<file path="src/rtl/eyeriss_pe.sv">
// Row-stationary Eyeriss processing element: holds one filter row, slides a
// stride-1 ifmap window and emits one serially accumulated dot product per output.
module eyeriss_pe #(
  parameter int DATA_W      = 8,
  parameter int FILT_LEN    = 3,
  parameter int PSUM_W      = 16,
  parameter int CNT_W       = 8,
  parameter int SATURATE    = 0,
  parameter int USE_PSUM_IN = 1
) (
  input  logic              clk,
  input  logic              rst,
  input  logic              start,
  input  logic [CNT_W-1:0]  num_out,
  input  logic [DATA_W-1:0] w_data,
  input  logic              w_valid,
  output logic              w_ready,
  input  logic [DATA_W-1:0] if_data,
  input  logic              if_valid,
  output logic              if_ready,
  input  logic [PSUM_W-1:0] ps_in_data,
  input  logic              ps_in_valid,
  output logic              ps_in_ready,
  output logic [PSUM_W-1:0] ps_out_data,
  output logic              ps_out_valid,
  input  logic              ps_out_ready,
  output logic              busy,
  output logic              done
);

  localparam int IDX_W = (FILT_LEN > 1) ? $clog2(FILT_LEN) : 1;
  localparam logic [IDX_W-1:0] LAST_IDX = IDX_W'(FILT_LEN - 1);

  localparam logic [2:0] IDLE   = 3'd0;
  localparam logic [2:0] LOAD_W = 3'd1;
  localparam logic [2:0] FILL   = 3'd2;
  localparam logic [2:0] MAC    = 3'd3;
  localparam logic [2:0] ACC    = 3'd4;
  localparam logic [2:0] OUT    = 3'd5;
  localparam logic [2:0] SLIDE  = 3'd6;
  localparam logic [2:0] FIN    = 3'd7;

  logic [2:0]               state;
  logic [CNT_W-1:0]         n_reg;
  logic [CNT_W-1:0]         cnt;
  logic [CNT_W-1:0]         cnt_next;
  logic [IDX_W-1:0]         idx;
  logic signed [DATA_W-1:0] w_spad [FILT_LEN];
  logic signed [DATA_W-1:0] x_win  [FILT_LEN];
  logic signed [PSUM_W-1:0] acc;
  logic signed [2*DATA_W-1:0] prod;
  logic signed [PSUM_W-1:0] prod_ext;

  // One extra guard bit detects overflow; clamping only when SATURATE is set.
  function automatic logic signed [PSUM_W-1:0] sat_add(
    input logic signed [PSUM_W-1:0] a,
    input logic signed [PSUM_W-1:0] b
  );
    logic [PSUM_W:0] s;
    s = {a[PSUM_W-1], a} + {b[PSUM_W-1], b};
    if ((SATURATE != 0) && (s[PSUM_W] != s[PSUM_W-1])) begin
      if (s[PSUM_W])
        return {1'b1, {(PSUM_W-1){1'b0}}};
      else
        return {1'b0, {(PSUM_W-1){1'b1}}};
    end
    return s[PSUM_W-1:0];
  endfunction

  assign prod     = w_spad[idx] * x_win[idx];
  assign prod_ext = PSUM_W'(prod);
  assign cnt_next = cnt + 1'b1;

  assign w_ready      = (state == LOAD_W);
  assign if_ready     = (state == FILL) || (state == SLIDE);
  assign ps_in_ready  = (USE_PSUM_IN != 0) && (state == ACC);
  assign ps_out_valid = (state == OUT);
  assign ps_out_data  = ps_out_valid ? acc : '0;
  assign busy         = (state != IDLE);
  assign done         = (state == FIN);

  // idx doubles as weight-load, window-fill and MAC tap counter.
  always_ff @(posedge clk or posedge rst) begin
    if (rst) begin
      state <= IDLE;
      n_reg <= '0;
      cnt   <= '0;
      idx   <= '0;
      acc   <= '0;
      for (int i = 0; i < FILT_LEN; i++) begin
        w_spad[i] <= '0;
        x_win[i]  <= '0;
      end
    end else begin
      case (state)
        IDLE: begin
          if (start) begin
            n_reg <= num_out;
            cnt   <= '0;
            idx   <= '0;
            state <= (num_out == '0) ? FIN : LOAD_W;
          end
        end
        LOAD_W: begin
          if (w_valid && w_ready) begin
            w_spad[idx] <= w_data;
            if (idx == LAST_IDX) begin
              idx   <= '0;
              state <= FILL;
            end else begin
              idx <= idx + 1'b1;
            end
          end
        end
        FILL: begin
          if (if_valid && if_ready) begin
            for (int i = 0; i < FILT_LEN - 1; i++) x_win[i] <= x_win[i+1];
            x_win[FILT_LEN-1] <= if_data;
            if (idx == LAST_IDX) begin
              idx   <= '0;
              state <= MAC;
            end else begin
              idx <= idx + 1'b1;
            end
          end
        end
        MAC: begin
          acc <= sat_add((idx == '0) ? '0 : acc, prod_ext);
          if (idx == LAST_IDX) begin
            idx   <= '0;
            state <= (USE_PSUM_IN != 0) ? ACC : OUT;
          end else begin
            idx <= idx + 1'b1;
          end
        end
        ACC: begin
          if (ps_in_valid && ps_in_ready) begin
            acc   <= sat_add(acc, ps_in_data);
            state <= OUT;
          end
        end
        OUT: begin
          if (ps_out_ready) begin
            cnt   <= cnt_next;
            state <= (cnt_next == n_reg) ? FIN : SLIDE;
          end
        end
        SLIDE: begin
          if (if_valid && if_ready) begin
            for (int i = 0; i < FILT_LEN - 1; i++) x_win[i] <= x_win[i+1];
            x_win[FILT_LEN-1] <= if_data;
            state <= MAC;
          end
        end
        FIN:     state <= IDLE;
        default: state <= IDLE;
      endcase
    end
  end

endmodule

</file>
<file path="config.mk">
export PLATFORM = sky130hd
export DESIGN_NAME = eyeriss_pe
export DESIGN_NICKNAME = d
export VERILOG_FILES = /design/src/rtl/eyeriss_pe.sv
export SDC_FILE = /design/constraint.sdc
export NUM_CORES = 1
export LEC_CHECK = 0
export ABC_AREA = 1
export CORE_MARGIN = 1.5
export CORE_UTILIZATION = 40
export DETAILED_ROUTE_END_ITERATION = 12
export GPL_TIMING_DRIVEN = 1
export PLACE_DENSITY = 0.63
export SLEW_MARGIN = 20
export SYNTH_ARGS = -nofsm -noshare
export SYNTH_HDL_FRONTEND = slang
export SYNTH_SLANG_ARGS = --single-unit
</file>
<file path="constraint.sdc">
create_clock -name clk -period 5.6 [get_ports clk]
set_clock_uncertainty 0.15 [all_clocks]
set_input_delay 1.4 -clock clk [delete_from_list [all_inputs] [get_ports clk]]
set_output_delay 1.4 -clock clk [all_outputs]
set_load 0.005 [all_outputs]
</file>
After elaboration in Yosys (flattened, before gate mapping) --
Cells that the tools add are included.
Storage, ports and cells: register bits after elaboration 85, bits in latches 0, RAM bits 0, bits in read-only memories 0, input port bits 47, output and inout bits 22, word-level logic and storage cells 90, memories 0
Operators by class: $add $sub $neg 4, $mul 1, div/mod/pow operators 0, magnitude comparators 2, equal/unequal tests 18, shift-type cells 0, mux-type cells 33, bitwise gates (word level) 1, reduce and logical (&&, ||, !) cells 20
Operator list (count):
- 2-to-1 mux 8 bit | 7
- 2-to-1 mux 16 bit | 3
- adder 16 bit | 2
- binary-select mux 8 bit (select 2 bit) | 2
- one-hot mux 16 bit (2 select lines) | 1
- 2-to-1 mux 3 bit | 10
- bitwise mux 24 bit | 1
- one-hot mux 3 bit (8 select lines) | 1
- demux 8 bit (select 2 bit) | 1
- multiplier 8 x 8 -> 16 bit | 1
- one-hot mux 8 bit (2 select lines) | 1
- inequality test 2 x 1 -> 1 bit (second input constant) | 7
- equality test 3 bit (second input constant) | 4
- AND reduction 9 bit | 1
- adder 8 x 1 -> 8 bit (second input constant) | 1
- equality test 8 bit | 1
- logical NOT 8 bit | 1
- 2-to-1 mux 2 bit | 4
- one-hot mux 2 bit (4 select lines) | 1
- AND reduction 2 bit | 4
- equality test 3 x 2 -> 1 bit (second input constant) | 2
- logical AND 1 bit | 4
- inequality test 2 bit (second input constant) | 2
- AND reduction 4 bit | 1
- 15 further kinds | 16

Longest topological paths before layout --
depth in word-level cells 7, mapped depth 31, gate-level depth less buffers 30

Worst setup path before layout --
No wires, ideal clock.
path kind flip-flop to flip-flop, from register idx[1], to register acc[10], library setup time 83 ps, arrival time 5047 ps, required time 5367 ps, slack 321 ps, cell stages (with the launch flop) 23, buffers on the path 1, clock period less this slack 5279 ps, path through dfrtp_1 > inv_1 > nor2_2 > buf_2 > nand2_1 > nand2_1 > a21oi_1 > inv_1 > or2_2 > fa_1 > fa_1 > inv_1 > fa_1 > fa_1 > fa_1 > ha_1 > a21oi_1 > o21bai_1 > a21oi_1 > or2_2 > nand3_1 > nand3_1 > o21ai_0
Between the ends: longest elaborated chain between the ends 7, elaborated cells on any way between the ends 12, classes of those cells add/sub (1); mul (1); mux (8); bitwise (1); reduce/logical (1)
Ends and longest elaborated chain:
- from (decl) | line 47 | logic [IDX_W-1:0] idx;
- from (signal assigned) | line 111 | idx <= idx + 1'b1;
- from (signal assigned) | line 123 | idx <= idx + 1'b1;
- from (signal assigned) | line 133 | idx <= idx + 1'b1;
- inverter 2 -> 3 bit (not written as such) | line 70 | assign prod = w_spad[idx] * x_win[idx];
- binary-select mux 8 bit (select 2 bit) | line 70
- 2-to-1 mux 8 bit (not written as such) (2 in series) | line 70
- multiplier 8 x 8 -> 16 bit | line 70
- adder 16 bit * | line 60 | s = {a[PSUM_W-1], a} + {b[PSUM_W-1], b};
- one-hot mux 16 bit (2 select lines) * | line 95 | case (state)
- to (signal assigned) | line 128 | acc <= sat_add((idx == '0) ? '0 : acc, prod_ext);
- to (signal assigned) | line 138 | acc <= sat_add(acc, ps_in_data);
- to (decl) | line 50 | logic signed [PSUM_W-1:0] acc;
Every way passes the cells marked *; elsewhere a longest branch is shown, timed or not. The select of a mux whose other input is x is not followed. A chain may end at the register's enable or synchronous reset.

Worst setup path in the final report --
from register idx[0], to register acc[10]
The elaborated chain is that of the path after synthesis.

==> metrics.md <==
| Metric | Value |
|---|---|
| FF+latch count, synth | `85` |
| Fillers | `between 1,500 and 2,000` |
| Dominant cells by area after synthesis | `dfrtp_1 (26%), fa_1 (18%), nand2_1 (11%), inv_1 (9.6%), ha_1 (8.2%)` |
| Fin nets | `roughly 1,300` |
| Critical Path Fanout Max | `11` |
| Most frequent cell on the critical path | `fa_1` |
| Multi-input gate area | `between 5000 and 6000 um^2` |
| Rows | `51` |
| CP bufs+invs | `4` |
| Total Routing Usage GR | `19.0%` |
| Remaining global-route overflow | `0` |
| Gp weighted congestion | `0.879` |
| CTS Root Cell | `clkbuf_16` |
| Worst Tran Pin Value | `0.837 ns` |
| Hold Vio Cnt, Final | `0` |
| Worst slack at placement | `0.0295 ns` |
| Via-per-instance ratio | `4.79` |
| Clock buffer depth | `2` |
| Largest regs | `w_spad: 24 flops, x_win: 24 flops, acc: 16 flops` |
| Most used DFF post-synth | `dfrtp_1` |
| Starting density of the core | `41.2%` |
| H-tree Lvls | `3` |
| Synthesized cell area | `roughly 8000 um^2` |
| Die area | `between 20,000 and 25,000 um^2` |
| Slew margin rel. | `between 40% and 50%` |
| Highest clock rate | `between 150 and 200 MHz` |
| CP startpoint kind | `flip-flop` |
| Die width | `about 150 um` |
| Critical path arrival | `5.45 ns` |
| Vias in the first global route | `between 6,000 and 7,000` |
| Synth Instances | `approximately 1,100` |
| Area share of the largest cell type after synthesis | `about a quarter` |
| Final ANT Viol Nets | `0` |
| Drt first pass iters | `4` |
| Synth cell types | `between 40 and 50` |
| Final core utilization | `between 40% and 50%` |
| Number of synthesized flops with an enable pin | `0` |
| Slew Viols, Final | `0` |
| Worst path required time | `about 5.7 ns` |
| Post-synth net total | `between 1,000 and 1,500` |
| Commonest cells post-synth | `nand2_1 (247), inv_1 (206), nor2_1 (95)` |
| CP Capture Type | `flip-flop` |
| Drt first-iter violations | `between 300 and 400` |
| P&R area growth vs syn | `18.6%` |
| Io pins | `69` |
| Synth Warn # | `0` |
| Most numerous cell in the Yosys netlist | `nand2_1` |
| Critical-path top delay cell | `fa_1` |
| Status | `finished, final reports clean` |
| # diodes | `0` |
| Final worst path period share | `between 90% and 100%` |
| Wire length per cell | `roughly 13 um` |
| RSZ-0062 raised after global routing | `yes` |
| Std-Cell Core Area | `between 15,000 and 20,000 um^2` |
| Share of cells above drive strength 1 | `~8%` |
| TritonCTS Buffers | `9` |
| FF+latch area | `roughly 2100 um^2` |
| Die Span Y | `145 um` |
| CP peak stage delay | `about 0.56 ns` |
| DR vias | `about 6,800` |
| CTS tree | `done` |
| Drt drc | `0` |
| Max cap viols | `0` |
| Worst Slack Setup Final | `roughly 0.27 ns` |
| Type of the worst min-delay path | `reg -> reg` |
| DP HPWL | `between 15 and 20 mm` |
| Clock transition at path regs | `0.07 ns` |
| Antenna violations before repair | `0` |
| Port Buffers | `68` |
| Crit-path leading delay family | `adder cells` |
| First-pass GRT wire length | `about 33 mm` |
| Post-synthesis async set-or-reset flop share | `100%` |
| Final setup vio count | `0` |
| Pin count of the biggest net entering global routing | `51` |
| Register area share after synthesis | `26.3%` |
| Min cycle time layout | `roughly 5.3 ns` |
| Cell taking the most area after synthesis | `dfrtp_1` |
| WL final | `18.9 mm` |
| Syn Area/Cell | `roughly 7.7 um^2` |
| Clk sinks | `85` |
| Clk Latency, worst-skew pair | `between 0.3 and 0.4 ns` |
| CP cell instances | `inv_2, nor2_4, buf_4, nand2_1, nand2_1, a21oi_1, inv_1, or2_2, fa_1, fa_1, inv_1, fa_1, fa_1, fa_1, ha_4, nand2_1, nor2_2, a21oi_1, or2_2, nand3_1, nand3_1, o21ai_0` |
| Crit path kind | `reg -> reg` |
[tightest hold or removal path, stage by stage (launching register included)]
cell	delay, ns
dfrtp_1	0.34
nand2_1	0.05
o21ai_0	0.06
[per-stage QoR]
stage          TNS, ns  cells  cell area (um^2)  hold slack [ns]
2_1_floorplan        0   1055              8090            0.303
3_3_place_gp         0   1392              9200            0.319
3_5_place_dp         0   1392              9200            0.324
4_1_cts              0   1408              9490            0.339
5_1_grt         -0.128   1414              9590            0.354
6_report             0   1414              9590            0.337
[layout by cell type, fill, tap and decap left out, types with 9 or more instances in the layout]
cell type / n
o21ai_0: 65
nand3_1: 56
ha_1: 51
xor2_1: 10
nand2_1: 246
fa_1: 71
nor2_1: 94
clkbuf_16: 9
buf_4: 27
a21oi_1: 51
o22ai_1: 11
clkdlybuf4s50_1: 68
dfrtp_1: 85
inv_1: 201
[what timing repair did]
item	CTS	global route
setup buffers	0	6
hold buffers	0	0
endpoints found under the setup margin	0	10
resized for setup	0	17
[kinds of logic (layout without fill, tap and decap cells)]
logic type                 count (synthesis)  count (layout)  synth area share (%)
buffers and inverters                    231             325                  11.1
muxes                                      5               5                 0.696
adders and majority gates                125             125                  26.0
xor gates and xnor gates                  13              13                  1.41
DFF                                       85              85                  26.3
AOI/OAI and AO/OA                        164             164                  12.2
and+or+nand+nor                          432             432                  22.3
[per-layer routing]
layer  track usage (%)  routed length [um]  vias up
met4              6.84                 391        0
li1                  -                   -     3497
met1              26.5                9450     3124
met3              2.58                 666       30
met2              30.0                8370      128
met5                 0                   0        -
[path summary, 6_finish.rpt]
path                            startpoint    endpoint  slack [ns]  cells past startpoint
worst max-delay path                idx[0]     acc[10]        0.27                     22
worst min-delay path            w_spad[22]  w_spad[22]        0.34                      2
worst max register to register      idx[0]     acc[10]        0.27                     22
worst min register to register  w_spad[22]  w_spad[22]        0.34                      2
max in group asynchronous              rst      acc[8]        2.97                      3
min in group asynchronous              rst    x_win[0]        1.37                      2
[cell type report]
cell class	count	share of cell area (%)
Multi-Input combinational cell	739	53.4
Sequential cell	85	22.2
Timing Repair Buffer	98	9.74
Inverter	211	8.30
Tap cell	265	3.46
Clock buffer	11	2.63
Clock inverter	5	0.339
Power is left out: the tool's default activity adds up to more than one toggle a clock period on the data nets, which glitch-free logic cannot reach.
